## config.mk

```make
export PLATFORM = sky130hd
export DESIGN_NAME = vec_mem_stage
export DESIGN_NICKNAME = d
export VERILOG_FILES = /design/src/rtl/vec_mem_stage.sv
export SDC_FILE = /design/constraint.sdc
export NUM_CORES = 1
export LEC_CHECK = 0
export CORE_AREA = 2 2 212 214
export CTS_CLUSTER_SIZE = 28
export DETAILED_ROUTE_END_ITERATION = 6
export DIE_AREA = 0 0 214 216
export GPL_TIMING_DRIVEN = 0
export HOLD_SLACK_MARGIN = 0.03
export PLACE_DENSITY = 0.75
export SLEW_MARGIN = 10
export SYNTH_ARGS = -nofsm -noshare
export SYNTH_HDL_FRONTEND = slang
export SYNTH_SLANG_ARGS = --single-unit
```

## constraint.sdc

```tcl
create_clock -name clk -period 29.1 [get_ports clk]
set_input_delay 7.275 -clock clk [delete_from_list [all_inputs] [get_ports clk]]
set_output_delay 7.275 -clock clk [all_outputs]
set_load 0.005 [all_outputs]
```

## src/rtl/vec_mem_stage.sv

```systemverilog
// vec_mem_stage: vector memory stage behind Execute. A vector load or store
// is moved one lane per cycle through a single-port N-bit data memory. The
// pipeline is stalled until the transfer finishes. DoneM pulses for one cycle
// when the transfer ends, and ReadDataM carries the load result.
// Optional build macro: VMEM_LANE_MASK_EN adds the LaneMaskM per-lane enable.
module vec_mem_stage #(
    parameter int N     = 20,
    parameter int LANES = 8,
    parameter int AW    = 16
) (
    input  logic                    clk,
    input  logic                    rst,
    input  logic                    MemWriteM,
    input  logic                    MemReadM,
`ifdef VMEM_LANE_MASK_EN
    input  logic [LANES-1:0]        LaneMaskM,
`endif
    input  logic [LANES-1:0][N-1:0] ALUResultM,
    input  logic [LANES-1:0][N-1:0] WriteDataM,
    output logic [LANES-1:0][N-1:0] ReadDataM,
    output logic                    StallM,
    output logic                    DoneM,
    output logic [AW-1:0]           mem_addr,
    output logic [N-1:0]            mem_wdata,
    output logic                    mem_we,
    output logic                    mem_re,
    input  logic [N-1:0]            mem_rdata
);
    localparam int KW = (LANES > 1) ? $clog2(LANES) : 1;

    typedef enum logic [2:0] {
        IDLE,
        STORE,
        LOAD,
        LOAD_LAST,
        DONE
    } state_t;

    state_t                      state_reg, state_next;
    logic [KW-1:0]               k_reg, k_next;
    logic [AW-1:0]               base_reg;
    logic [LANES-1:0][N-1:0]     wdata_reg;
    logic [LANES-2:0][N-1:0]     buf_reg;      // lanes 0..LANES-2; the last lane goes straight to the result
    logic [LANES-1:0][N-1:0]     rdata_reg;
    logic [LANES-1:0][N-1:0]     lane_in;
    logic [LANES-1:0][N-1:0]     rdata_final;
    logic [LANES-1:0]            mask_reg;
    logic [LANES-1:0]            mask_in;
    logic [LANES-2:0]            cap;
    logic                        k_last;
    logic                        unused_bits;

`ifdef VMEM_LANE_MASK_EN
    assign mask_in = LaneMaskM;
`else
    assign mask_in = '1;
`endif

    // Only the low AW bits of lane 0 form the address. The remaining ALU bits are not needed here.
    assign unused_bits = ^{ALUResultM[LANES-1:1], ALUResultM[0][N-1:AW]};

    assign k_last    = (k_reg == KW'(LANES - 1));
    assign ReadDataM = rdata_reg;

    // Read data arriving in a LOAD cycle belongs to the lane issued one cycle earlier.
    // Masked-off lanes return zero.
    genvar gi;
    generate
        for (gi = 0; gi < LANES; gi++) begin : g_lane
            assign lane_in[gi] = mask_reg[gi] ? mem_rdata : '0;
            if (gi == LANES - 1) begin : g_last
                assign rdata_final[gi] = lane_in[gi];
            end else begin : g_mid
                assign cap[gi]         = (state_reg == LOAD) && (k_reg == KW'(gi + 1));
                assign rdata_final[gi] = buf_reg[gi];
            end
        end
    endgenerate

    // State register and lane counter.
    always_ff @(posedge clk or posedge rst) begin
        if (rst) begin
            state_reg <= IDLE;
            k_reg     <= '0;
        end else begin
            state_reg <= state_next;
            k_reg     <= k_next;
        end
    end

    // Next-state logic and memory/pipeline control outputs.
    always_comb begin
        state_next = state_reg;
        k_next     = k_reg;
        StallM     = 1'b0;
        DoneM      = 1'b0;
        mem_we     = 1'b0;
        mem_re     = 1'b0;
        mem_addr   = '0;
        mem_wdata  = '0;
        case (state_reg)
            IDLE: begin
                // The first cycle of a request already stalls. A store wins over a load.
                StallM = ~rst & (MemWriteM | MemReadM);
                k_next = '0;
                if (MemWriteM)
                    state_next = STORE;
                else if (MemReadM)
                    state_next = LOAD;
            end
            STORE: begin
                StallM    = 1'b1;
                mem_addr  = base_reg + AW'(k_reg);
                mem_wdata = wdata_reg[k_reg];
                mem_we    = mask_reg[k_reg];
                if (k_last)
                    state_next = DONE;
                else
                    k_next = k_reg + 1'b1;
            end
            LOAD: begin
                StallM   = 1'b1;
                mem_addr = base_reg + AW'(k_reg);
                mem_re   = mask_reg[k_reg];
                if (k_last)
                    state_next = LOAD_LAST;
                else
                    k_next = k_reg + 1'b1;
            end
            LOAD_LAST: begin
                StallM     = 1'b1;
                state_next = DONE;
            end
            DONE: begin
                DoneM      = 1'b1;
                state_next = IDLE;
            end
            default: state_next = IDLE;
        endcase
    end

    // Request latching, load lane capture, and result publication on entry to DONE.
    always_ff @(posedge clk or posedge rst) begin
        if (rst) begin
            base_reg  <= '0;
            mask_reg  <= '0;
            wdata_reg <= '0;
            buf_reg   <= '0;
            rdata_reg <= '0;
        end else begin
            if ((state_reg == IDLE) && (MemWriteM || MemReadM)) begin
                base_reg <= ALUResultM[0][AW-1:0];
                mask_reg <= mask_in;
            end
            if ((state_reg == IDLE) && MemWriteM)
                wdata_reg <= WriteDataM;
            for (int i = 0; i < LANES - 1; i++) begin
                if (cap[i])
                    buf_reg[i] <= lane_in[i];
            end
            if (state_reg == LOAD_LAST)
                rdata_reg <= rdata_final;
        end
    end
endmodule

```

==> impl_metrics.env <==
export IMPL_synth_ff_type="dfrtp_1"
export IMPL_drt_iter0_drc=772
export IMPL_cts_tree="yes"
export IMPL_rows=77
export IMPL_ys_ff_latch=483
export IMPL_synth_edf_count=0
export IMPL_num_nets_final=2239
export IMPL_multi_input_area_um2=7170
export IMPL_start_kind="input pin"
export IMPL_cts_sinks=483
export IMPL_cts_buffers=51
export IMPL_max_cap_viol_count=0
export IMPL_final_period_utilization=0.593
export IMPL_drc=0
export IMPL_grt_usage=0.243
export IMPL_dr_pass1_iters=5
export IMPL_stdcell_count=2513
export IMPL_wire_per_inst_um=22.2
export IMPL_clk_path_buf_depth=3
export IMPL_coreArea_um2=43800
export IMPL_hold_path_class="flop to flop"
export IMPL_synthDistinctLibCells=38
export IMPL_crit_path_end_kind="output port"
export IMPL_syn_num_nets=1783
export IMPL_drive_gt1_frac=0.222
export IMPL_hold_buffers=0
export IMPL_dpl_cell_count=2424
export IMPL_syn_inst=1429
export IMPL_start_util=0.450
export IMPL_synth_area_um2=19700
export IMPL_htree_levels=2
export IMPL_syn_area_per_cell_um2=13.8
export IMPL_ant_nets=0
export IMPL_post_route_min_period_ns=17.25
export IMPL_postPlaceCellArea_um2=24600
export IMPL_ios=544
export IMPL_relSlewSlack=0.443
export IMPL_critPathArrivalTime_ns=9.98
export IMPL_syn2layout_area_growth_pct=33.0
export IMPL_grt_first_pass_wirelength_um=85500
export IMPL_critPathRequiredTime_ns=21.82
export IMPL_rsz0062_at_grt="no"
export IMPL_regArea_um2=12100
export IMPL_place_congestion=0.854
export IMPL_leakagePower_nw=11.1
export IMPL_worstMarginPinSlew_ns=0.835
export IMPL_totalWireLength_um=55800
export IMPL_avgViaCountPerCell=5.27
export IMPL_finalSetupViolCount=0
export IMPL_design_area_um2=26200
export IMPL_clk_pin_slew_ns=0.06
export IMPL_antenna_found_initial=8
export IMPL_fillers=3449
export IMPL_ctsResizeCount=0
export IMPL_synth_area_top_cells="dfrtp_1, mux2_2, mux2_1"
export IMPL_crit_type="input pin to output port"
export IMPL_status="finished clean"
export IMPL_die_h_um=216
export IMPL_post_dp_hpwl_um=42300
export IMPL_cts_root_buf="clkbuf_16"
export IMPL_yosys_warnings=0
export IMPL_port_buffers=399
export IMPL_yosysSeqAreaShare=0.613
export IMPL_hold_violations=0
export IMPL_async_flop_share=1.00
export IMPL_die_area_um2=46200
export IMPL_worstSkewPairLatency_ns=0.60
export IMPL_fin_skew_ns=0.0194
export IMPL_synth_most_common_cell="dfrtp_1"
export IMPL_vias=13200
export IMPL_synth_top_area_cell="dfrtp_1"
export IMPL_grt_max_degree=118
export IMPL_grt_pass1_vias=14200
export IMPL_critical_path_max_fanout=117
export IMPL_fp_dieW_um=214
export IMPL_power_mw=2.79
export IMPL_overflow=0
export IMPL_post_cts_buffers=0
export IMPL_synthTopCellsByCount="dfrtp_1, mux2_2, nand2_1"
export IMPL_drv_slew=0
export IMPL_fmax_mhz=58.0
export IMPL_max_vdd_ir_drop_mv=0.0784
export IMPL_yosysTopAreaCellShare=0.613
export IMPL_p_per_area_nw_per_um2=106
## per-stage QoR
stage / TNS [ns] / worst slack (ns) / utilization / hold slack [ns]
after detailed placement: 0 / 11.80 / 0.561 / 0.467
final: 0 / 11.85 / 0.598 / 0.476
after global routing: 0 / 11.60 / 0.598 / 0.497
after CTS: 0 / 11.79 / 0.598 / 0.480
after global placement: -1.49 / -1.49 / 0.558 / 0.457
after floorplan: 0 / 3.26 / - / 0.446
## cell usage in the layout (no fill, tap or decap), drive strengths merged, types with 4 or more instances in the layout
cell type,n
ha,9
bufinv,4
a21oi,29
clkbuf,115
xor2,6
o21ai,125
nand2,191
or4,4
buf,51
clkinv,10
clkdlybuf4s50,399
mux4,40
and2,27
mux2,355
inv,12
nand3,5
nor2,14
dfrtp,483
## critical path, stage by stage
cell and delay [ns]:
clkdlybuf4s50_1 0.49, inv_8 0.60, buf_16 0.42, o21ai_0 0.20, a21oi_1 0.19, clkdlybuf4s50_1 0.58
## final cells by class
class / instances / share of cell area
antenna: 2 / 0.000191
buffer: 92 / 0.0164
clock buffer: 70 / 0.0541
clock inverter: 17 / 0.00850
inverter: 9 / 0.00157
multi-input combinational: 845 / 0.273
sequential: 483 / 0.461
tap: 592 / 0.0283
timing repair buffer: 403 / 0.157
## metal layers
metal	part of all wire	vias to the layer above	track usage	routed length [um]
met5	0.0018	-	0	103
met4	0.027	14	0.0723	1500
met3	0.075	99	0.0775	4190
met2	0.50	399	0.417	27900
met1	0.40	6823	0.294	22100
li1	-	5914	-	-
## report_power, final
group,switching [mW],total (mW),internal (mW)
combinational,0.426,1.02,0.596
clock,0.267,0.643,0.376
sequential,0.169,1.12,0.952
## cells by family after synthesis
logic type | synth area share
compound gates | 0.0440
fa+ha+maj | 0.00825
buf+inv | 0.0235
mux | 0.248
flops | 0.613
xor+xnor | 0.00400
simple gates | 0.0589
## worst paths after layout
kind,cells past startpoint,end,from,slack [ns]
worst max-delay path,6,StallM,rst,11.85
worst min-delay path,2,buf_reg[139],buf_reg[139],0.48
worst max register to register,7,k_reg[1],k_reg[1],26.14
worst min register to register,2,buf_reg[139],buf_reg[139],0.48
max in group asynchronous,5,ReadDataM[108],rst,20.13
min in group asynchronous,2,buf_reg[38],rst,7.27
Power figures use the tool's default switching activity.
